--- config.mk ---
export PLATFORM = sky130hd
export DESIGN_NAME = mdu_sequencer
export DESIGN_NICKNAME = d
export VERILOG_FILES = /design/src/rtl/mdu_sequencer_pkg.sv /design/src/rtl/mdu_shift_datapath.sv /design/src/rtl/mdu_sequencer.sv
export SDC_FILE = /design/constraint.sdc
export NUM_CORES = 1
export LEC_CHECK = 0
export ABC_AREA = 1
export BUFFER_PORTS_ARGS = -buffer_cell sky130_fd_sc_hd__buf_2
export CAP_MARGIN = 20
export CORE_UTILIZATION = 35
export DETAILED_ROUTE_END_ITERATION = 16
export PLACE_DENSITY = 0.52
export SYNTH_ARGS = -nofsm -noshare
export SYNTH_HDL_FRONTEND = slang
export SYNTH_HIERARCHICAL = 1
export SYNTH_SLANG_ARGS = --single-unit
--- constraint.sdc ---
create_clock -name clk_i -period 4.3 [get_ports clk_i]
set_input_delay 0.43 -clock clk_i [delete_from_list [all_inputs] [get_ports clk_i]]
set_output_delay 0.43 -clock clk_i [all_outputs]
set_load 0.1 [all_outputs]
--- src/rtl/mdu_sequencer_pkg.sv ---
// Shared definitions for the RV32M multiply/divide unit: op encoding,
// sequencer states, special-case result constants and op-class helpers.
package riscv_defines;

    localparam int MDU_OP_WIDTH = 3;

    // Encoding follows the RV32M funct3 field.
    typedef enum logic [MDU_OP_WIDTH-1:0] {
        MDU_MUL    = 3'd0,
        MDU_MULH   = 3'd1,
        MDU_MULHSU = 3'd2,
        MDU_MULHU  = 3'd3,
        MDU_DIV    = 3'd4,
        MDU_DIVU   = 3'd5,
        MDU_REM    = 3'd6,
        MDU_REMU   = 3'd7
    } mdu_op_e;

    typedef enum logic [1:0] {
        ST_IDLE = 2'd0,
        ST_CALC = 2'd1,
        ST_FIX  = 2'd2,
        ST_DONE = 2'd3
    } mdu_state_e;

    localparam logic [31:0] DIV_ZERO_Q = '1;
    localparam logic [31:0] DIV_OVF_Q  = 32'h8000_0000;

    function automatic logic isDivOp(input mdu_op_e op);
        return op[2];
    endfunction

    function automatic logic isRemOp(input mdu_op_e op);
        return op[2] & op[1];
    endfunction

    // Operand A is two's complement for every signed op, including MULHSU.
    function automatic logic signedA(input mdu_op_e op);
        return op inside {MDU_MUL, MDU_MULH, MDU_MULHSU, MDU_DIV, MDU_REM};
    endfunction

    // MULHSU treats operand B as unsigned.
    function automatic logic signedB(input mdu_op_e op);
        return op inside {MDU_MUL, MDU_MULH, MDU_DIV, MDU_REM};
    endfunction

endpackage

--- src/rtl/mdu_shift_datapath.sv ---
// Accumulators and single-step shift-add multiply / restoring divide.
// Operands are held as magnitudes with sign flags; the final step and the
// sign correction are folded into the combinational result used in FIX.
module mdu_shift_datapath
    import riscv_defines::*;
#(
    parameter int WORD_WIDTH = 32
) (
    input  logic                  clk_i,
    input  logic                  rst_i,
    input  logic                  load_i,
    input  logic                  step_i,
    input  mdu_op_e               op_i,
    input  logic [WORD_WIDTH-1:0] rs1_i,
    input  logic [WORD_WIDTH-1:0] rs2_i,
    output logic                  special_o,
    output logic [WORD_WIDTH-1:0] specialResult_o,
    output logic [WORD_WIDTH-1:0] result_o
);

    localparam int W = WORD_WIDTH;
    localparam logic [W-1:0] MIN_VALUE = {1'b1, {(W-1){1'b0}}};

    mdu_op_e        op_q;
    logic           negA_q, negB_q;
    logic [W-1:0]   operand_q;
    logic [W-1:0]   accHi_q, accLo_q;

    logic           negA, negB;
    logic [W-1:0]   magA, magB;
    logic [W:0]     mulSum;
    logic [W:0]     remShift;
    logic           remGe;
    logic [W-1:0]   stepHi, stepLo;
    logic [2*W-1:0] product, prodFixed;
    logic [W-1:0]   quotFixed, remFixed;

    // Operand magnitudes and sign flags taken straight from the inputs
    always_comb begin
        negA = signedA(op_i) & rs1_i[W-1];
        negB = signedB(op_i) & rs2_i[W-1];
        magA = negA ? -rs1_i : rs1_i;
        magB = negB ? -rs2_i : rs2_i;
    end

    // Divide-by-zero and signed overflow resolve without iterating
    always_comb begin
        special_o       = 1'b0;
        specialResult_o = '0;
        if (isDivOp(op_i)) begin
            if (rs2_i == '0) begin
                special_o       = 1'b1;
                specialResult_o = isRemOp(op_i) ? rs1_i : '1;
            end else if (signedB(op_i) && rs1_i == MIN_VALUE && rs2_i == '1) begin
                special_o       = 1'b1;
                specialResult_o = isRemOp(op_i) ? '0 : MIN_VALUE;
            end
        end
    end

    // One multiply or divide iteration computed from the current accumulators
    always_comb begin
        mulSum   = {1'b0, accHi_q} + (accLo_q[0] ? {1'b0, operand_q} : '0);
        remShift = {accHi_q, accLo_q[W-1]};
        remGe    = remShift >= {1'b0, operand_q};
        if (isDivOp(op_q)) begin
            stepHi = remGe ? W'(remShift - {1'b0, operand_q}) : remShift[W-1:0];
            stepLo = {accLo_q[W-2:0], remGe};
        end else begin
            stepHi = mulSum[W:1];
            stepLo = {mulSum[0], accLo_q[W-1:1]};
        end
    end

    // Sign correction and result selection on top of the final iteration
    always_comb begin
        product   = {stepHi, stepLo};
        prodFixed = (negA_q ^ negB_q) ? -product : product;
        quotFixed = (negA_q ^ negB_q) ? -stepLo : stepLo;
        remFixed  = negA_q ? -stepHi : stepHi;
        unique case (op_q)
            MDU_MUL:                        result_o = prodFixed[W-1:0];
            MDU_MULH, MDU_MULHSU, MDU_MULHU: result_o = prodFixed[2*W-1:W];
            MDU_DIV, MDU_DIVU:              result_o = quotFixed;
            default:                        result_o = remFixed;
        endcase
    end

    // Latch operands on acceptance, then advance one step per CALC cycle
    always_ff @(posedge clk_i or posedge rst_i) begin
        if (rst_i) begin
            op_q      <= MDU_MUL;
            negA_q    <= 1'b0;
            negB_q    <= 1'b0;
            operand_q <= '0;
            accHi_q   <= '0;
            accLo_q   <= '0;
        end else if (load_i) begin
            op_q      <= op_i;
            negA_q    <= negA;
            negB_q    <= negB;
            operand_q <= isDivOp(op_i) ? magB : magA;
            accHi_q   <= '0;
            accLo_q   <= isDivOp(op_i) ? magA : magB;
        end else if (step_i) begin
            accHi_q   <= stepHi;
            accLo_q   <= stepLo;
        end
    end

endmodule

--- src/rtl/mdu_sequencer.sv ---
// Iterative RV32M multiply/divide unit: handshake, sequencing FSM,
// iteration counter, flush handling and the registered result.
module mdu_sequencer
    import riscv_defines::*;
#(
    parameter int WORD_WIDTH = 32,
    parameter int ITERATIONS = WORD_WIDTH
) (
    input  logic                    clk_i,
    input  logic                    rst_i,
    input  logic                    valid_i,
    output logic                    ready_o,
    input  logic [MDU_OP_WIDTH-1:0] op_i,
    input  logic [WORD_WIDTH-1:0]   rs1_i,
    input  logic [WORD_WIDTH-1:0]   rs2_i,
    input  logic                    flush_i,
    output logic                    busy_o,
    output logic                    valid_o,
    output logic [WORD_WIDTH-1:0]   result_o
);

    localparam int CW = $clog2(ITERATIONS + 1);

    mdu_state_e            state_q, state_d;
    logic [CW-1:0]         counter_q, counter_d, counterInc;
    logic [WORD_WIDTH-1:0] pending_q, pending_d;
    logic [WORD_WIDTH-1:0] result_q, result_d;
    logic                  load, step;
    logic                  special;
    logic [WORD_WIDTH-1:0] specialResult, dpResult;

    mdu_shift_datapath #(
        .WORD_WIDTH(WORD_WIDTH)
    ) u_datapath (
        .clk_i          (clk_i),
        .rst_i          (rst_i),
        .load_i         (load),
        .step_i         (step),
        .op_i           (mdu_op_e'(op_i)),
        .rs1_i          (rs1_i),
        .rs2_i          (rs2_i),
        .special_o      (special),
        .specialResult_o(specialResult),
        .result_o       (dpResult)
    );

    // The DONE pulse shows the pending result; a flush hides both
    assign ready_o  = (state_q == ST_IDLE);
    assign busy_o   = (state_q != ST_IDLE);
    assign valid_o  = (state_q == ST_DONE) && !flush_i;
    assign result_o = valid_o ? pending_q : result_q;

    // Next-state, counter and datapath control
    always_comb begin
        state_d    = state_q;
        counter_d  = counter_q;
        pending_d  = pending_q;
        result_d   = result_q;
        load       = 1'b0;
        step       = 1'b0;
        counterInc = counter_q + CW'(1);
        unique case (state_q)
            ST_IDLE: begin
                if (valid_i && !flush_i) begin
                    load      = 1'b1;
                    counter_d = '0;
                    if (special) begin
                        pending_d = specialResult;
                        state_d   = ST_DONE;
                    end else begin
                        state_d   = ST_CALC;
                    end
                end
            end
            ST_CALC: begin
                if (flush_i) begin
                    state_d = ST_IDLE;
                end else begin
                    step      = 1'b1;
                    counter_d = counterInc;
                    if (counterInc == CW'(ITERATIONS - 1)) begin
                        state_d = ST_FIX;
                    end
                end
            end
            ST_FIX: begin
                if (flush_i) begin
                    state_d = ST_IDLE;
                end else begin
                    pending_d = dpResult;
                    state_d   = ST_DONE;
                end
            end
            default: begin
                if (!flush_i) begin
                    result_d = pending_q;
                end
                state_d = ST_IDLE;
            end
        endcase
    end

    // State, counter and result registers
    always_ff @(posedge clk_i or posedge rst_i) begin
        if (rst_i) begin
            state_q   <= ST_IDLE;
            counter_q <= '0;
            pending_q <= '0;
            result_q  <= '0;
        end else begin
            state_q   <= state_d;
            counter_q <= counter_d;
            pending_q <= pending_d;
            result_q  <= result_d;
        end
    end

endmodule

# Word level (Yosys, flattened, before mapping)
# Index checks and enable logic that the tools add are counted.
# word_totals
ff_bits	173
inputBits	71
elab_cells	109
# op_classes
add_sub_neg	8
order_cmp	1
n_eq_ne	20
muxes	42
n_bitwise	6
n_reduce_logical	22
# ops
cell	count
$mux W32	23
$neg A32 Y32	4
$pmux W32 S3	1
$eq A32 B32 Y1 const B	2
$mux W64	1
$neg A64 Y64	1
$pmux W32 S2	1
$add A32 B32 Y33	1
$ge A33 B32 Y1	1
$logic_not A32 Y1	1
$sub A32 B32 Y32	1
$eq A3 B3 Y1 const B	4
$mux W6	2
$pmux W6 S2	1
$mux W2	5
$eq A3 B2 Y1 const B	3
$reduce_bool A2 Y1	4
$mux W1	7
$add A6 B1 Y6 const B	1
$eq A3 B1 Y1 const B	2
$eq A6 B5 Y1 const B	1
$logic_not A3 Y1	2
$pmux W2 S3	1
$reduce_or A3 Y1	2
17 further kinds	27

# Depth between registers and ports, before layout
# Gate-level depths: netlist of run 1.
# depth
word_depth	10
ltp_mapped	33
depth_no_buf	32

# Modules after synthesis
# The synthesis of run 1 kept the hierarchy.
# modules_own_cells
module	n_inst	cells_each	area_each_um2
mdu_shift_datapath	1	2828	15802.7
mdu_sequencer	1	447	3473.3

# Worst setup path after synthesis of run 1
# Ideal clock, no wire load.
# synth_timing
path_type	reg-to-reg
start	register u_datapath.accHi_q[23]
end	register pending_q[30]
setup_ns	0.065
t_arrival_ns	3.683
required_time_ns	4.235
slack_ns	0.552
stages_incl_launch_ff	29
n_path_buf	1
period_less_slack_ns	3.748
path_cell_list	dfrtp_1 -> ha_1 -> a21oi_1 -> nand2_1 -> a21oi_4 -> nor2_4 -> nor2_8 -> buf_6 -> nand3_2 -> nand2_2 -> ha_1 -> inv_1 -> nor3_2 -> nand4_1 -> nor2_2 -> nand4_1 -> nor2_1 -> nand3_1 -> nor2_1 -> nand4_1 -> nand2_1 -> nand2_1 -> nand2_1 -> nand3_1 -> nand3_1 -> nand3_1 -> nand2_1 -> nand3_1 -> nand2_1
# synth_via
elab_chain_len	8
elab_cells_between_ends	15
classes_between	add/sub (5); order compare (1); mux (9)
# synth_rtl
element	line_no	source
start, declared	mdu_shift_datapath.sv:27	logic [W-1:0] accHi_q, accLo_q;
start signal, assigned	mdu_shift_datapath.sv:106	accHi_q <= stepHi;
$sub A32 B32 Y32 / $ge A33 B32 Y1 (equally long branches)	mdu_shift_datapath.sv:67, mdu_shift_datapath.sv:65	
$mux W32	mdu_shift_datapath.sv:67	stepHi = remGe ? W'(remShift - {1'b0, operand_q}) : remShift[W-1:0];
$mux W32	mdu_shift_datapath.sv:66	if (isDivOp(op_q)) begin
$neg A64 Y64 / $neg A32 Y32 (equally long branches)	mdu_shift_datapath.sv:78, mdu_shift_datapath.sv:80	
$mux W64 / $mux W32 (equally long branches)	mdu_shift_datapath.sv:78, mdu_shift_datapath.sv:80	
$pmux W32 S3 *	mdu_shift_datapath.sv:81	unique case (op_q)
net dpResult[30]	mdu_sequencer.sv:30	logic [WORD_WIDTH-1:0] specialResult, dpResult;
$mux W32 *	mdu_sequencer.sv:87	if (flush_i) begin
$pmux W32 S2 *	mdu_sequencer.sv:62	unique case (state_q)
end signal, assigned	mdu_sequencer.sv:113	pending_q <= pending_d;
end, declared	mdu_sequencer.sv:26	logic [WORD_WIDTH-1:0] pending_q, pending_d;
# Mark *: on every way through the listed nets, which the timed path passes. The rest lies on a longest branch. The select of a mux whose other input is x is not followed.
# A chain may end at the register's enable or synchronous reset.

# Worst setup path in the final report of run 1
# layout_timing
start	register u_datapath.accLo_q[0]
end	register pending_q[31]
# layout_via
elab_chain_len	8
elab_cells_between_ends	13
classes_between	add/sub (4); mux (9)
# layout_rtl
element	line_no	source
start, declared	mdu_shift_datapath.sv:27	
start signal, assigned	mdu_shift_datapath.sv:104	accLo_q <= isDivOp(op_i) ? magA : magB;
start signal, assigned	mdu_shift_datapath.sv:107	accLo_q <= stepLo;
$mux W32	mdu_shift_datapath.sv:63	mulSum = {1'b0, accHi_q} + (accLo_q[0] ? {1'b0, operand_q} : '0);
$add A32 B32 Y33	mdu_shift_datapath.sv:63	
$mux W32	mdu_shift_datapath.sv:66	
$neg A64 Y64, or another cell as far along	mdu_shift_datapath.sv:78	prodFixed = (negA_q ^ negB_q) ? -product : product;
$mux W64, or another cell as far along	mdu_shift_datapath.sv:78	
$pmux W32 S3 *	mdu_shift_datapath.sv:81	
net dpResult[31]	mdu_sequencer.sv:30	
$mux W32 *	mdu_sequencer.sv:87	
$pmux W32 S2 *	mdu_sequencer.sv:62	
# Marks and branches as above.

==> results.json, run 1 <==
{
  "syn_to_final_growth_pct": 23.0,
  "avgSynthCellArea_um2": 5.89,
  "die_area_mm2": 0.0560,
  "ys_warn_count": 6,
  "postLayoutCoreUtil_pct": 43.8,
  "muxShareOfSynthArea_pct": 0,
  "syn_area_mm2": 0.0193,
  "drc_errors": 0,
  "start_kind": "register",
  "worst_pin_slew_ns": 0.918,
  "synthesis.nets": 3419,
  "chipHeight_um": 237,
  "cp_max_fo": 18,
  "synth_top_family_by_area": "simple AND/OR/NAND/NOR gates",
  "final_nets": 3711,
  "track_usage_pct": 35.3,
  "dp_slack_ns": -0.0554,
  "ctsHtreeMaxLevel": 4,
  "slew_violations": 0,
  "io_buffers": 105,
  "status": "finished, final reports clean",
  "gp_congestion": 1.01,
  "grt_first_pass_wirelength_mm": 143,
  "synthSimpleGateAreaFrac_pct": 43.9,
  "cts_tree": "built",
  "syn-instance-count": 3275,
  "num_rows": 85,
  "drt-pass1-iter-count": 8,
  "cp_common_cell": "nand2_1",
  "holdPathStages": 3,
  "cts_root_buf": "clkbuf_16",
  "cts_inserted_buffers": 17,
  "path_clk_slew_ns": 0.08,
  "cpPeakStageDelay_ns": 0.46,
  "fp.coreArea_mm2": 0.0541,
  "wire_per_inst_um": 23.4,
  "synth_enable_flop_cells": 0,
  "ys_ff_latch": 173,
  "vias": 23300,
  "fin_ws_ns": 0.138,
  "synth_compound_area_share_pct": 12.4,
  "grt_overflow_total": 0,
  "hp-class": "input pin to register",
  "fin_skew_ns": 0.0175,
  "clock_latency_ns": 0.51,
  "arrival_ns": 4.55,
  "antenna_found_initial": 2,
  "maxSlewHeadroom_pct": 38.7,
  "crit_buf_inv": 4,
  "ys_types": 55,
  "critPathCaptureType": "register",
  "cts_buffer_depth": 2,
  "filler_cell_count": 5864,
  "critPathKind": "register to register",
  "reg2reg_depth": 28,
  "viasPerCell": 5.46,
  "cts.sinks": 173,
  "synthArstFlopShare_pct": 100,
  "min_period_ns": 4.16,
  "worstPathRequired_ns": 4.69,
  "drt-initial-drc-count": 2675,
  "ys_seq_area_share_pct": 22.5,
  "fin_setup_tns_ns": 0,
  "yosys_most_used_dff": "dfrtp_1",
  "fmax_mhz": 240,
  "synth_xor_area_share_pct": 3.82,
  "post-route-period-util_pct": 96.8,
  "synth_fa_ha_area_share_pct": 4.82,
  "initial_core_util_pct": 35.6,
  "hold_viol_final": 0,
  "die_x_um": 237,
  "rsz0062_at_grt": "yes",
  "grt_max_degree": 69,
  "wirelength_mm": 100,
  "ios": 106,
  "fin_hold_ws_ns": 0.152,
  "cpMaxStageDelayCell": "dfrtp_2",
  "path_delay_family": "simple AND/OR/NAND/NOR gates",
  "setup_viol": 0,
  "dp_hpwl_mm": 83.4,
  "drv_cap": 0,
  "antenna_left": 0,
  "path_depth": 28,
  "drive_gt1_share_pct": 19.4,
  "first_global_vias": 21400
}
==> what timing repair did <==
item,CTS,global route
resized for setup,2,173
setup buffers,2,14
hold buffers,0,1
pin swaps,1,16
hold endpoints to repair,0,16
endpoints found under the setup margin,3,30
==> final timing paths <==
check	startpoint	endpoint	slack, ns
max in group asynchronous	rst_i	counter_q[0]	2.94
hold reg to reg	result_q[22]	result_q[22]	0.47
hold / removal	op_i[0]	u_datapath/op_q[0]	0.15
setup / recovery	u_datapath/accLo_q[0]	pending_q[31]	0.14
setup reg to reg	u_datapath/accLo_q[0]	pending_q[31]	0.14
min in group asynchronous	rst_i	u_datapath/accHi_q[2]	0.39
==> per-stage QoR <==
step / cells / instance area (µm²)
after floorplan: 3275 / 19300
after global placement: 4225 / 22200
after detailed placement: 4225 / 22200
after CTS: 4259 / 22800
after global routing: 4276 / 23700
final: 4277 / 23700
==> kinds of logic (layout without fill, tap and decap cells) <==
group / after synthesis / count (layout)
adders and majority gates: 73 / 73
AOI/OAI and AO/OA: 401 / 401
other: 0 / 1
xor gates and xnor gates: 84 / 84
buffers and inverters: 608 / 913
DFF: 173 / 173
and+or+nand+nor: 1936 / 1936
==> area by class of cell <==
class                           count  area (µm²)  share of cell area, %
Clock buffer                       17         425                   1.79
Timing Repair Buffer              388        2770                   11.7
Clock inverter                     15         146                  0.617
Inverter                          493        1850                   7.81
Multi-Input combinational cell   2494       13300                   56.1
Tap cell                          696         871                   3.67
Sequential cell                   173        4340                   18.3
Antenna cell                        1        2.50                 0.0106
==> routing by layer <==
metal | global-route usage (%) | routed length, µm | vias up
met1 | 51.6 | 46300 | 11000
met3 | 7.34 | 9060 | 140
li1 | - | - | 11100
met5 | 0 | 0 | -
met2 | 49.7 | 40400 | 1064
met4 | 14.7 | 4320 | 0
==> layout by cell type, fill, tap and decap left out, types with 15 or more instances in the layout <==
master	Yosys	routed
nand2_1	1111	1082
o221ai_1	22	22
nor2_4	9	15
nor2_2	25	44
inv_2	23	43
nor2_1	248	223
clkbuf_16	0	17
inv_1	464	442
o21ai_0	132	126
dfrtp_1	173	165
a22oi_1	40	40
ha_4	0	31
nand2_2	24	48
ha_1	71	32
nand3_2	17	27
buf_4	2	273
nand3_1	337	322
o211ai_1	29	29
buf_2	28	105
nand4_1	70	70
a21oi_1	123	117
nor3_1	32	30
xor2_1	78	78
==> Yosys cell counts, types with 2 or more instances <==
cell type / number / area share (%)
a31oi_1: 6 / 0.19
ha_1: 71 / 4.6
nor4_1: 12 / 0.39
nor2_1: 248 / 4.8
nand2_2: 24 / 0.78
inv_2: 23 / 0.45
clkbuf_1: 54 / 1.1
clkinv_1: 6 / 0.12
o221ai_1: 22 / 1.0
o211ai_1: 29 / 1.1
inv_1: 464 / 9.0
o22ai_1: 6 / 0.19
nor2_4: 9 / 0.53
nand3_1: 337 / 8.7
or2_2: 13 / 0.42
xnor2_1: 6 / 0.27
fa_1: 2 / 0.21
dfrtp_1: 173 / 22
a32oi_1: 2 / 0.091
and2_1: 6 / 0.19
nand3b_1: 13 / 0.51
nor3_2: 3 / 0.16
nand4_2: 4 / 0.26
o21a_1: 5 / 0.19
a21o_1: 6 / 0.23
nand2_1: 1111 / 22
and3_1: 2 / 0.065
o21bai_1: 10 / 0.39
xor2_1: 78 / 3.5
nor2_2: 25 / 0.81
a21oi_1: 123 / 3.2
a22oi_1: 40 / 1.6
or2_1: 2 / 0.065
o21ai_0: 132 / 3.4
buf_2: 28 / 0.73
buf_6: 12 / 0.70
o31ai_1: 4 / 0.16
nand3_2: 17 / 0.88
buf_4: 2 / 0.078
o21ai_1: 9 / 0.23
buf_1: 18 / 0.35
nand2_4: 5 / 0.29
nor3_1: 32 / 0.83
nand4_1: 70 / 2.3
==> tightest hold or removal path: stages <==
cell and delay [ns]:
buf_2 0.09, nand2_1 0.05, nand2_1 0.06
==> sequential cells by signal, summed over array words and instances, names as in the netlist <==
name and flops:
counter_q 6, pending_q 32, result_q 32, state_q 2
u_datapath/accHi_q 32, u_datapath/accLo_q 32, u_datapath/negA_q 1, u_datapath/negB_q 1
u_datapath/op_q 3, u_datapath/operand_q 32
Power of run 1 is not shown: default switching activity piles up to over one toggle a cycle in this logic, so the estimate is an artifact.
==> run 2: changes to the inputs <==
--- a/config.mk
+++ b/config.mk
@@ -8,9 +8,11 @@
 export ABC_AREA = 1
 export BUFFER_PORTS_ARGS = -buffer_cell sky130_fd_sc_hd__buf_2
 export CAP_MARGIN = 20
+export CORE_MARGIN = 2
 export CORE_UTILIZATION = 35
 export DETAILED_ROUTE_END_ITERATION = 16
 export PLACE_DENSITY = 0.52
+export SLEW_MARGIN = 5
 export SYNTH_ARGS = -nofsm -noshare
 export SYNTH_HDL_FRONTEND = slang
 export SYNTH_HIERARCHICAL = 1
==> run 2 against run 1 <==
Compared with the run above:
- cell count fell by 1.1%
- worst setup slack gained 0.046 ns
- first-iteration DRC count is 8.0% lower
- worst hold slack got worse by 0.0033 ns
- non-clock buffer count decreased by 56
- utilization decreased by 1.9 points
- via count is 3.1% lower
- maximum frequency increased by 1.1%
- critical path depth stayed put
- die area up 1.7%
- register-to-register slack improved by 0.05 ns
==> results.json, run 2 (synthesized netlist as in run 1, its figures left out) <==
{
  "start_kind": "register",
  "grt_max_degree": 66,
  "gp_congestion": 1.05,
  "reg2reg_depth": 28,
  "drc_errors": 0,
  "hp-class": "input pin to register",
  "ios": 106,
  "antenna_found_initial": 0,
  "cp_common_cell": "nand2_1",
  "first_global_vias": 20800,
  "fin_setup_tns_ns": 0,
  "maxSlewHeadroom_pct": 36.9,
  "critPathKind": "register to register",
  "fp.coreArea_mm2": 0.0548,
  "layout_common_cells": "nand2_1 (1094), inv_1 (459), nand3_1 (324), nor2_1 (236), buf_4 (218)",
  "crit_start": "u_datapath/operand_q[0]",
  "cts_tree": "built",
  "dp_hpwl_mm": 76.9,
  "cts_inserted_buffers": 17,
  "num_rows": 86,
  "die_area_mm2": 0.0570,
  "slew_violations": 0,
  "vias": 22600,
  "worstPathRequired_ns": 4.75,
  "antenna_left": 0,
  "holdPathStages": 3,
  "r2r-start": "u_datapath/operand_q[0]",
  "ctsHtreeMaxLevel": 4,
  "cpMaxStageDelayCell": "fa_1",
  "fin_skew_ns": 0.0221,
  "drt-pass1-iter-count": 6,
  "arrival_ns": 4.56,
  "wire_per_inst_um": 22.1,
  "final_nets": 3655,
  "wirelength_mm": 93.3,
  "cts_root_buf": "clkbuf_16",
  "whs_endpoint": "u_datapath/op_q[0]",
  "dp_slack_ns": 0.0912,
  "cpPeakStageDelay_ns": 0.45,
  "cp_max_fo": 4,
  "initial_core_util_pct": 35.2,
  "min_period_ns": 4.12,
  "die_x_um": 239,
  "cts_buffer_depth": 2,
  "post-route-period-util_pct": 95.7,
  "path_clk_slew_ns": 0.08,
  "drive_gt1_share_pct": 16.5,
  "mostFrequentLayoutCell": "nand2_1",
  "min_from": "op_i[0]",
  "crit_buf_inv": 4,
  "fmax_mhz": 243,
  "critPathCaptureType": "register",
  "grt_first_pass_wirelength_mm": 136,
  "clock_latency_ns": 0.51,
  "io_buffers": 105,
  "track_usage_pct": 32.8,
  "setup_viol": 0,
  "cts.sinks": 173,
  "reg2reg_to": "pending_q[31]",
  "status": "finished, final reports clean",
  "syn_to_final_growth_pct": 19.0,
  "grt_overflow_total": 0,
  "drv_cap": 0,
  "path_delay_family": "simple AND/OR/NAND/NOR gates",
  "chipHeight_um": 239,
  "viasPerCell": 5.34,
  "worst_pin_slew_ns": 0.947,
  "drt-initial-drc-count": 2460,
  "rrSetupSlack_ns": 0.18,
  "hold_viol_final": 0,
  "fin_ws_ns": 0.184
}
run 2: cell types whose count changed in the layout (fill, tap and decap cells not counted), moves of 11 or more:
cell / delta
buf_4: -55
ha_1: +11
ha_4: -17
inv_1: +17
inv_2: -16
nand2_1: +12
nor2_1: +13
nor2_2: -12
run 2: repair_timing:
action | in CTS | in global routing
hold buffers | 1 | 0
hold endpoints to repair | 7 | 0
buffers inserted | 0 | 11
gates resized for setup | 0 | 93
setup endpoints to repair | 0 | 27
run 2: final cells by class:
cell class	instances	area (µm²)
fill	6109	31800
multi-input combinational	2494	12900
sequential	173	4340
timing repair buffer	332	2320
inverter	493	1850
tap	704	881
clock buffer	17	425
clock inverter	15	184
antenna	1	2.50
run 2: worst max-delay path by stage:
stage,to,slack [ns],depth (start not counted)
after detailed placement,pending_q[30],0.09,32
after global routing,pending_q[30],-0.008,30
after CTS,pending_q[30],0.06,32
final,pending_q[31],0.18,28
after global placement,pending_q[30],0.13,32
after floorplan,pending_q[30],0.55,28
run 2: per-layer routing:
metal  vias up  GRT usage (%)  wire length (µm)
met2       910           46.9             38000
met5         -              0                 0
li1      11000              -                 -
met3       147           7.23              8300
met1     10500           46.0             41700
met4         0           16.6              5300
run 2: through the flow:
stage / hold WS, ns / util, % / cells / cell area (µm²)
2_1_floorplan: 0.442 / - / 3275 / 19300
3_3_place_gp: 0.377 / 39.8 / 4184 / 21800
3_5_place_dp: 0.379 / 39.8 / 4184 / 21800
4_1_cts: 0.123 / 41.0 / 4217 / 22400
5_1_grt: 0.152 / 41.9 / 4228 / 22900
6_report: 0.149 / 41.9 / 4229 / 22900
run 2: tightest hold or removal path, cell delays in order:
cell     delay (ns)
buf_2          0.09
nand2_1        0.05
nand2_1        0.06
Power of run 2 is left out for the same reason.
==> run 3: changes to the inputs <==
--- a/config.mk
+++ b/config.mk
@@ -8,6 +8,7 @@
 export ABC_AREA = 1
 export BUFFER_PORTS_ARGS = -buffer_cell sky130_fd_sc_hd__buf_2
 export CAP_MARGIN = 20
+export CORE_ASPECT_RATIO = 1.1
 export CORE_MARGIN = 2
 export CORE_UTILIZATION = 35
 export DETAILED_ROUTE_END_ITERATION = 16
==> run 3 against run 2 <==
Compared with the run above:
- die area about the same
- clock skew decreased by 0.0098 ns
- sequential share of layout area about the same
- critical endpoint unchanged
- largest cell class unchanged
==> results.json, run 3 (synthesized netlist as in run 1, its figures left out) <==
{
  "syn_to_final_growth_pct": 18.6,
  "vias": 22800,
  "worstPathRequired_ns": 4.71,
  "drt-pass1-iter-count": 8,
  "reg2reg_depth": 28,
  "fin_ws_ns": 0.233,
  "filler_cell_count": 6089,
  "ios": 106,
  "min_period_ns": 4.07,
  "arrival_ns": 4.48,
  "cts_buffer_depth": 2,
  "fin_skew_ns": 0.0123,
  "fin_hold_ws_ns": 0.0179,
  "slew_violations": 0,
  "ctsHoldBuffers": 0,
  "grt_overflow_total": 0,
  "layout_common_cells": "nand2_1 (1098), inv_1 (456), nand3_1 (327), nor2_1 (230), buf_4 (209)",
  "cpMaxStageDelayCell": "fa_1",
  "num_rows": 90,
  "antenna_found_initial": 4,
  "clock_latency_ns": 0.48,
  "setup_viol": 0,
  "final_cells": 4251,
  "mostFrequentLayoutCell": "nand2_1",
  "hp-class": "input pin to async pin",
  "drv_cap": 0,
  "start_kind": "register",
  "multi_input_area_mm2": 0.0129,
  "seq_area_mm2": 0.00433,
  "first_global_vias": 21500,
  "r2r-start": "u_datapath/accLo_q[0]",
  "die_x_um": 228,
  "cts_root_buf": "clkbuf_16",
  "status": "finished, final reports clean",
  "post-route-period-util_pct": 94.6,
  "chipHeight_um": 250,
  "viasPerCell": 5.37,
  "drt-initial-drc-count": 2681,
  "critPathKind": "register to register",
  "dp.cells": 4208,
  "wl_met3_mm": 7.18,
  "gp_congestion": 1.03,
  "wl_met1_mm": 40.3,
  "ctsHtreeMaxLevel": 4,
  "dp_hpwl_mm": 77.3,
  "cts.sinks": 173,
  "track_usage_pct": 32.6,
  "wire_per_inst_um": 22.2,
  "cp_common_cell": "nand2_1",
  "initial_core_util_pct": 35.3,
  "antenna_left": 0,
  "grt_first_pass_wirelength_mm": 139,
  "worst_pin_slew_ns": 0.899,
  "reg2reg_to": "pending_q[31]",
  "drc_errors": 0,
  "hold_viol_final": 0,
  "path_clk_slew_ns": 0.08,
  "dp_slack_ns": 0.0960,
  "top_layer_used": "met5",
  "final_nets": 3644,
  "drive_gt1_share_pct": 16.1,
  "critPathCaptureType": "register",
  "cp_max_fo": 3,
  "wirelength_mm": 94.3,
  "rrSetupSlack_ns": 0.23,
  "cpPeakStageDelay_ns": 0.49,
  "io_buffers": 105,
  "cts_inserted_buffers": 17,
  "die_area_mm2": 0.0570,
  "maxSlewHeadroom_pct": 39.4,
  "fp.coreArea_mm2": 0.0546,
  "fmax_mhz": 246,
  "cts_tree": "built",
  "dr_wl_met2_mm": 41.2,
  "grt_max_degree": 54
}
-- run 3: cell count changes in the layout (fill, tap and decap cells not counted), sizes merged --
cell,before,now
bufinv,0,4
dlygate4sd3,1,0
inv,496,492
clkinvlp,0,1
buf,331,321
diode,1,2
clkbuf,17,18
clkinv,12,10
-- run 3: critical path, delay by kind of cell (launching register included) --
kind                       cells  cell delay, ns
DFF                            1            0.42
and+or+nand+nor               21            2.29
adders and majority gates      2            0.66
buffers and inverters          4            0.45
AOI/OAI and AO/OA              1            0.21
-- run 3: how the worst max path moves through the flow --
stage / start / slack, ns / end
2_1_floorplan: u_datapath/accHi_q[23] / 0.55 / pending_q[30]
5_1_grt: u_datapath/accLo_q[0] / -0.02 / pending_q[31]
4_1_cts: u_datapath/operand_q[10] / 0.07 / pending_q[18]
3_5_place_dp: u_datapath/operand_q[10] / 0.1 / pending_q[18]
3_3_place_gp: u_datapath/operand_q[18] / 0.13 / pending_q[28]
6_report: u_datapath/accLo_q[0] / 0.23 / pending_q[31]
-- run 3: stage by stage --
step / TNS (ns) / cell area [µm²] / utilization [%]
2_1_floorplan: 0 / 19300 / -
3_3_place_gp: 0 / 21800 / 39.9
3_5_place_dp: 0 / 21800 / 39.9
4_1_cts: 0 / 22400 / 41.1
5_1_grt: -0.0332 / 22900 / 41.9
6_report: 0 / 22900 / 41.9
-- run 3: layout make-up --
cell class	instances	share of cell area, %
Antenna cell	2	0.0219
Multi-Input combinational cell	2494	56.4
Clock inverter	14	0.892
Sequential cell	173	18.9
Inverter	493	8.10
Tap cell	736	4.03
Clock buffer	18	1.92
Timing Repair Buffer	321	9.73
-- run 3: metal layers --
| metal | up-vias | track usage, % |
|---|---|---|
| li1 | 11000 | - |
| met3 | 188 | 4.41 |
| met2 | 1038 | 50.7 |
| met5 | - | 0 |
| met1 | 10700 | 43.9 |
| met4 | 2 | 17.2 |
-- run 3: timing repair --
item                       in CTS  in global routing
gates resized for setup         0                 90
setup buffers                   0                  9
setup endpoints to repair       0                 28
Power of run 3 is left out for the same reason.
